File: src/rtl/intersection_pkg.sv
// Shared types and defaults for the two-head intersection controller.
package intersection_pkg;

  localparam int TIMER_W = 8;

  localparam int DEF_MAIN_MIN_GREEN = 10;
  localparam int DEF_SIDE_MIN_GREEN = 4;
  localparam int DEF_SIDE_MAX_GREEN = 12;
  localparam int DEF_YELLOW_T       = 3;
  localparam int DEF_ALL_RED_T      = 2;
  localparam int DEF_WALK_T         = 6;

  typedef enum logic [2:0] {
    MAIN_GREEN  = 3'd0,
    MAIN_YELLOW = 3'd1,
    ALL_RED_A   = 3'd2,
    SIDE_GREEN  = 3'd3,
    SIDE_YELLOW = 3'd4,
    ALL_RED_B   = 3'd5
  } state_t;

  function automatic int max_int(input int a, input int b);
    return (a > b) ? a : b;
  endfunction

endpackage

File: src/rtl/intersection_controller_phase_timer.sv
// Saturating cycles-in-state counter, cleared synchronously on a state change.
module phase_timer
  import intersection_pkg::*;
#(
  parameter int W = TIMER_W
) (
  input  logic         clk,
  input  logic         rst,
  input  logic         clear,
  output logic [W-1:0] count
);

  always_ff @(posedge clk) begin
    if (rst || clear) begin
      count <= '0;
    end else if (count != {W{1'b1}}) begin
      count <= count + 1'b1;
    end
  end

endmodule

File: src/rtl/intersection_controller.sv
// Moore FSM sequencing main/side heads and pedestrian walk, main resting on green.
module intersection_controller
  import intersection_pkg::*;
#(
  parameter int MAIN_MIN_GREEN = DEF_MAIN_MIN_GREEN,
  parameter int SIDE_MIN_GREEN = DEF_SIDE_MIN_GREEN,
  parameter int SIDE_MAX_GREEN = DEF_SIDE_MAX_GREEN,
  parameter int YELLOW_T       = DEF_YELLOW_T,
  parameter int ALL_RED_T      = DEF_ALL_RED_T,
  parameter int WALK_T         = DEF_WALK_T
) (
  input  logic       clk,
  input  logic       rst,
  input  logic       side_car,
  input  logic       ped_req,
  output logic       main_red,
  output logic       main_yellow,
  output logic       main_green,
  output logic       side_red,
  output logic       side_yellow,
  output logic       side_green,
  output logic       walk,
  output logic [2:0] phase
);

  if (MAIN_MIN_GREEN < 1 || MAIN_MIN_GREEN > 255 ||
      SIDE_MIN_GREEN < 1 || SIDE_MIN_GREEN > 255 ||
      SIDE_MAX_GREEN < 1 || SIDE_MAX_GREEN > 255 ||
      YELLOW_T < 1 || YELLOW_T > 255 ||
      ALL_RED_T < 1 || ALL_RED_T > 255 ||
      WALK_T < 1 || WALK_T > 255 ||
      SIDE_MIN_GREEN > SIDE_MAX_GREEN ||
      WALK_T > SIDE_MAX_GREEN) begin : g_bad_params
    $error("intersection_controller: illegal timing parameters");
  end

  localparam logic [TIMER_W-1:0] MAIN_MIN_M1  = TIMER_W'(MAIN_MIN_GREEN - 1);
  localparam logic [TIMER_W-1:0] SIDE_MIN_M1  = TIMER_W'(SIDE_MIN_GREEN - 1);
  localparam logic [TIMER_W-1:0] SIDE_PED_M1  = TIMER_W'(max_int(SIDE_MIN_GREEN, WALK_T) - 1);
  localparam logic [TIMER_W-1:0] SIDE_MAX_M1  = TIMER_W'(SIDE_MAX_GREEN - 1);
  localparam logic [TIMER_W-1:0] YELLOW_M1    = TIMER_W'(YELLOW_T - 1);
  localparam logic [TIMER_W-1:0] ALL_RED_M1   = TIMER_W'(ALL_RED_T - 1);
  localparam logic [TIMER_W-1:0] WALK_LIMIT   = TIMER_W'(WALK_T);

  state_t               state_q, state_d;
  logic [TIMER_W-1:0]   timer;
  logic                 state_change;
  logic                 ped_pending, ped_served;
  logic [TIMER_W-1:0]   side_min_m1;

  assign state_change = (state_d != state_q);
  assign side_min_m1  = ped_served ? SIDE_PED_M1 : SIDE_MIN_M1;

  phase_timer #(.W(TIMER_W)) u_timer (
    .clk   (clk),
    .rst   (rst),
    .clear (state_change),
    .count (timer)
  );

  always_ff @(posedge clk) begin
    if (rst) begin
      state_q <= MAIN_GREEN;
    end else begin
      state_q <= state_d;
    end
  end

  always_comb begin
    state_d = state_q;
    case (state_q)
      MAIN_GREEN:  if (timer >= MAIN_MIN_M1 && (side_car || ped_pending)) state_d = MAIN_YELLOW;
      MAIN_YELLOW: if (timer == YELLOW_M1)  state_d = ALL_RED_A;
      ALL_RED_A:   if (timer == ALL_RED_M1) state_d = SIDE_GREEN;
      SIDE_GREEN:  if (timer == SIDE_MAX_M1 || (timer >= side_min_m1 && !side_car))
                     state_d = SIDE_YELLOW;
      SIDE_YELLOW: if (timer == YELLOW_M1)  state_d = ALL_RED_B;
      ALL_RED_B:   if (timer == ALL_RED_M1) state_d = MAIN_GREEN;
      default:     state_d = MAIN_GREEN;
    endcase
  end

  // A request arriving on the cycle that opens the side phase is served in that phase.
  always_ff @(posedge clk) begin
    if (rst) begin
      ped_pending <= 1'b0;
      ped_served  <= 1'b0;
    end else if (state_q == ALL_RED_A && state_d == SIDE_GREEN) begin
      ped_served  <= ped_pending | ped_req;
      ped_pending <= 1'b0;
    end else begin
      ped_pending <= ped_pending | ped_req;
      if (state_q == SIDE_GREEN && state_d != SIDE_GREEN) begin
        ped_served <= 1'b0;
      end
    end
  end

  always_comb begin
    main_red    = 1'b1;
    main_yellow = 1'b0;
    main_green  = 1'b0;
    side_red    = 1'b1;
    side_yellow = 1'b0;
    side_green  = 1'b0;
    walk        = 1'b0;
    case (state_q)
      MAIN_GREEN:  begin main_red = 1'b0; main_green  = 1'b1; end
      MAIN_YELLOW: begin main_red = 1'b0; main_yellow = 1'b1; end
      SIDE_GREEN: begin
        side_red   = 1'b0;
        side_green = 1'b1;
        walk       = ped_served && (timer < WALK_LIMIT);
      end
      SIDE_YELLOW: begin side_red = 1'b0; side_yellow = 1'b1; end
      default: ;
    endcase
  end

  assign phase = state_q;

endmodule
File: config.mk
export PLATFORM = sky130hd
export DESIGN_NAME = intersection_controller
export DESIGN_NICKNAME = d
export VERILOG_FILES = /design/src/rtl/intersection_pkg.sv /design/src/rtl/intersection_controller_phase_timer.sv /design/src/rtl/intersection_controller.sv
export SDC_FILE = /design/constraint.sdc
export NUM_CORES = 1
export LEC_CHECK = 0
export ABC_AREA = 0
export CAP_MARGIN = 20
export CORE_MARGIN = 10
export CORE_UTILIZATION = 52
export DETAILED_ROUTE_END_ITERATION = 10
export PLACE_DENSITY = 0.78
export SYNTH_ARGS = -nofsm -noshare
export SYNTH_HDL_FRONTEND = slang
export SYNTH_HIERARCHICAL = 1
export SYNTH_SLANG_ARGS = --single-unit
export TNS_END_PERCENT = 20
File: constraint.sdc
create_clock -name clk -period 3.05 [get_ports clk]
set_clock_uncertainty 0.15 [all_clocks]
set_input_delay 0.61 -clock clk [delete_from_list [all_inputs] [get_ports clk]]
set_output_delay 0.61 -clock clk [all_outputs]
set_load 0.01 [all_outputs]
* Yosys cells after proc, flatten, opt, wreduce, memory -nomap -nowiden *
Cells that the tools add are included.

cells by class
  add/subtract/negate cells = 1
  $lt $le $gt $ge = 3
  eq/ne operators = 12
  muxes and demuxes = 17
  bitwise logic cells = 1
  reduce and logical (&&, ||, !) cells = 14

operators with widths
  kind                                                 number
  two-way mux 3 bit                                    7
  case mux 3 bit (6 select lines)                      1
  == test 3 x 2 -> 1 bit, second input constant        3
  two-way mux 1 bit                                    9
  adder 8 x 1 -> 8 bit, second input constant          1
  == test 8 x 1 -> 1 bit, second input constant        1
  == test 8 x 2 -> 1 bit, second input constant        1
  == test 8 x 4 -> 1 bit, second input constant        1
  >= comparator 8 x 3 -> 1 bit                         1
  >= comparator 8 x 4 -> 1 bit, second input constant  1
  < comparator 8 x 3 -> 1 bit, second input constant   1
  != test 8 bit, second input constant                 1
  == test 3 bit, second input constant                 2
  OR reduction 2 bit                                   3
  logical AND 1 bit                                    5
  == test 3 x 1 -> 1 bit, second input constant        1
  logical NOT 3 bit                                    1
  logical OR 1 bit                                     3
  != test 3 x 2 -> 1 bit, second input constant        1
  != test 3 bit                                        1
  nonzero test 2 bit                                   1
  logical NOT 1 bit                                    1
  bitwise OR 1 bit                                     1

word-level totals
  flip-flop bits (word level) = 13
  input port bits = 4
  output and inout port bits = 10
  word-level logic and storage cells = 52

* Depth between registers and ports, before layout *
  depth in word-level cells = 10
  mapped depth = 9
  mapped depth without buffers = 8

* By module *
Netlist, hierarchy kept.

modules (own cells, without submodules)
  module                   instances  cells each  area each (um^2)  sequential area each (um^2)
  intersection_controller  1          58          498.0             100.1
  phase_timer              1          50          422.9             160.2

* Worst setup path before layout *
No wires, ideal clock.

  kind = reg2reg
  start point = reg u_timer.count[1]
  end point = reg u_timer.count[0]
  library setup time = 0.078 ns
  data arrival time = 1.991 ns
  required time = 2.822 ns
  path slack = 0.831 ns
  stages on the path, launching flop included = 9
  buffers on the path = 1
  period minus slack after synthesis = 2.219 ns
  cell sequence = dfxtp_1 > ha_1 > a21oi_1 > o32ai_2 > o21ai_1 > o2111ai_1 > or2_2 > clkbuf_2 > nor3_1

between the ends
  longest elaborated chain between the ends = 7
  elaborated cells between the ends (all ways) = 18
  those cells by class = 2 x order compare; 5 x eq/ne; 7 x mux; 4 x reduce/logical

RTL lines
  what                               line                                       RTL
  from (decl)                        intersection_controller_phase_timer.sv:10  output logic [W-1:0] count
  from (signal assigned)             intersection_controller_phase_timer.sv:17  count <= count + 1'b1;
  >= comparator 8 x 3 -> 1 bit       intersection_controller.sv:75              SIDE_GREEN: if (timer == SIDE_MAX_M1 || (timer >= side_min_m1 && !side_car))
  logical AND 1 bit                  intersection_controller.sv:75
  logical OR 1 bit                   intersection_controller.sv:75
  two-way mux 3 bit                  intersection_controller.sv:75
  case mux 3 bit (6 select lines) *  intersection_controller.sv:71              case (state_q)
  != test 3 bit *                    intersection_controller.sv:51              assign state_change = (state_d != state_q);
  via state_change                   intersection_controller.sv:47              logic state_change;
  logical OR 1 bit *                 intersection_controller_phase_timer.sv:14  if (rst || clear) begin

Mark *: on every way through the listed nets, which the timed path passes. The rest lies on a longest branch.
A chain may end at the register's enable or synchronous reset.

* Final worst setup path *
  start point = reg u_timer.count[5]
  end point = out walk

between the ends
  longest elaborated chain between the ends = 3

RTL lines
  what                         line                            RTL
  < comparator 8 x 3 -> 1 bit  intersection_controller.sv:113  walk = ped_served && (timer < WALK_LIMIT);
  logical AND 1 bit            intersection_controller.sv:113
  two-way mux 1 bit            intersection_controller.sv:107  case (state_q)
  to (decl)                    intersection_controller.sv:22   output logic walk,

Every way passes these cells.

==> impl_metrics.env <==
export IMPL_fin_nets=130
export IMPL_setup_viol=0
export IMPL_syn_cell_area_sq_um=921
export IMPL_synth_ff_type="dfxtp_1"
export IMPL_clock_latency_ns=0.28
export IMPL_cts_resized=0
export IMPL_drv_cap=0
export IMPL_die_h_microns=62.1
export IMPL_clk_pin_slew_ns=0.08
export IMPL_syn_inst=108
export IMPL_cts_buffer_depth=2
export IMPL_stdcell_count=147
export IMPL_detail_route_antenna_nets=0
export IMPL_htreeDepth=1
export IMPL_totalWireLength_microns=2400
export IMPL_grt_pass1_wl_microns=4020
export IMPL_synth_edf_count=0
export IMPL_start_kind="flop"
export IMPL_path_class="flop to output port"
export IMPL_postLayoutCoreUtil_pct=63.7
export IMPL_p_per_area_nw_per_um2=303
export IMPL_arrival_ns=2.06
export IMPL_ios=14
export IMPL_worstMarginPinSlew_ns=0.543
export IMPL_area_growth_pct=18.2
export IMPL_rsz0062_at_grt="no"
export IMPL_async_flop_share_pct=0
export IMPL_end_kind="output port"
export IMPL_grt_ovfl_total=0
export IMPL_dieArea_sq_um=3850
export IMPL_antenna_found_initial=0
export IMPL_grt_use_total_pct=13.9
export IMPL_post_cts_buffers=0
export IMPL_fmax_mhz=355
export IMPL_drive_gt1_share_pct=15.6
export IMPL_ys_seq_area_share_pct=28.3
export IMPL_numCtsBuffers=3
export IMPL_cts_tree="built"
export IMPL_wire_per_inst_microns=16.3
export IMPL_cts_root_buf="clkbuf_4"
export IMPL_ys_ff_latch=13
export IMPL_cts_sinks=13
export IMPL_setup_tns_ns=0
export IMPL_start_util_pct=53.9
export IMPL_vias=917
export IMPL_grt_max_degree=16
export IMPL_place_inst=143
export IMPL_avgViaCountPerCell=6.24
export IMPL_post_route_min_period_ns=2.82
export IMPL_drtPass1Iterations=4
export IMPL_ir_worst_vdd_v=0.000288
export IMPL_worstPathCellList="or4_4, nor3_1, clkdlybuf4s50_1"
export IMPL_syn_avg_cell_area_sq_um=8.53
export IMPL_critPathRequiredTime_ns=2.29
export IMPL_drc=0
export IMPL_io_buffer_count=13
export IMPL_hold_slack_ns=0.399
export IMPL_layout_setup_ws_ns=0.233
export IMPL_final_cell_mix="clkdlybuf4s50_1, dfxtp_1, nor3_1, inv_1, nor2_1"
export IMPL_grt_pass1_vias=810
export IMPL_fp_row_count=15
export IMPL_gp_congestion=0.895
export IMPL_post_route_period_util_pct=92.3
export IMPL_antenna_cells=0
export IMPL_status="finished, final reports clean"
export IMPL_cp_slowest_cell="or4_4"
export IMPL_hp_class="flop to flop"
export IMPL_core_sq_um=1710
export IMPL_slew_viol_final=0
export IMPL_worstPathMaxFanout=9
export IMPL_cts_hold_buf=0
export IMPL_finalHoldViolCount=0
export IMPL_yosys_warnings=6
export IMPL_die_w_microns=62.1
export IMPL_relSlewSlack_pct=63.8
export IMPL_ys_types=44
export IMPL_place_hpwl_microns=1730
export IMPL_dr_first_iter_drc_count=52
export IMPL_synth_nets=115
export IMPL_cellLeakagePower_uw=0.000382
export IMPL_slowest_delay_ns=0.61
export IMPL_place_ws_ns=0.517
-- where the power goes --
group	leakage (uW)	switching [uW]	internal [uW]
registers	0.000106	15.1	174
logic	0.000261	16.8	14.1
clock network	0.0000150	58.9	50.7
-- stage by stage --
step / area [sq um] / power [uW]
after floorplan: 921 / 210
after CTS: 1090 / 332
after global routing: 1090 / 347
after global placement: 1060 / 221
after detailed placement: 1060 / 224
final: 1090 / 330
-- logic make-up after synthesis --
group | count (synthesis) | synth area share [%]
AO/OA/AOI/OAI | 28 | 24.3
AND/OR/NAND/NOR | 53 | 37.2
multiplexers | 1 | 1.09
adder cells (fa/ha/maj) | 3 | 4.08
flip-flops | 13 | 28.3
buffers and inverters | 10 | 5.03
-- sequential cells by signal, summed over array words and instances (netlist names) --
name / cells
phase: 3
u_timer/count: 8
ped_pending: 1
ped_served: 1
-- Yosys cell counts (2+ instances only) --
cell type,count,area share (%)
nor2_1,7,2.9
nor3_1,9,4.9
o21ai_0,4,2.2
inv_1,7,2.9
a21oi_1,6,3.3
nor2b_1,3,2.0
or2_2,2,1.4
dfxtp_1,13,28
ha_1,3,4.1
buf_4,2,1.6
nor3_2,2,2.2
nor4_1,2,1.4
nand2_1,5,2.0
nand4_1,4,2.7
and3_1,2,1.4
a211oi_2,2,2.7
nand3_1,6,3.3
a31oi_1,3,2.0
-- layer usage --
layer / global-route usage (%) / share of wire, % / vias up
met3: 3.05 / 7.2 / 4
met5: 0 / 0 / -
met2: 20.0 / 47 / 38
li1: - / - / 454
met4: 5.41 / 1.1 / 0
met1: 19.3 / 45 / 421
-- path summary, 6_finish.rpt --
kind	end	depth (start not counted)	from	slack, ns
worst min register to register	ped_pending	2	ped_pending	0.40
worst max-delay path	walk	3	u_timer/count[5]	0.23
worst max register to register	u_timer/count[3]	7	u_timer/count[1]	0.53
worst min-delay path	ped_pending	2	ped_pending	0.40
-- area by class of cell --
| cell class | count | area, sq um |
|---|---|---|
| clock buffers | 4 | 26.3 |
| repair buffers | 13 | 130 |
| flip-flops and latches | 13 | 260 |
| fillers | 150 | 619 |
| well taps | 25 | 31.3 |
| multi-input cells | 85 | 614 |
| inverters | 7 | 26.3 |
-- worst max-delay path: cells and delay by family, from the launching register on --
kind | cells | cell delay (ns)
buffers and inverters | 1 | 0.56
flip-flops | 1 | 0.42
AND/OR/NAND/NOR | 2 | 0.79
Note: power is estimated with default switching activity, not from simulation.
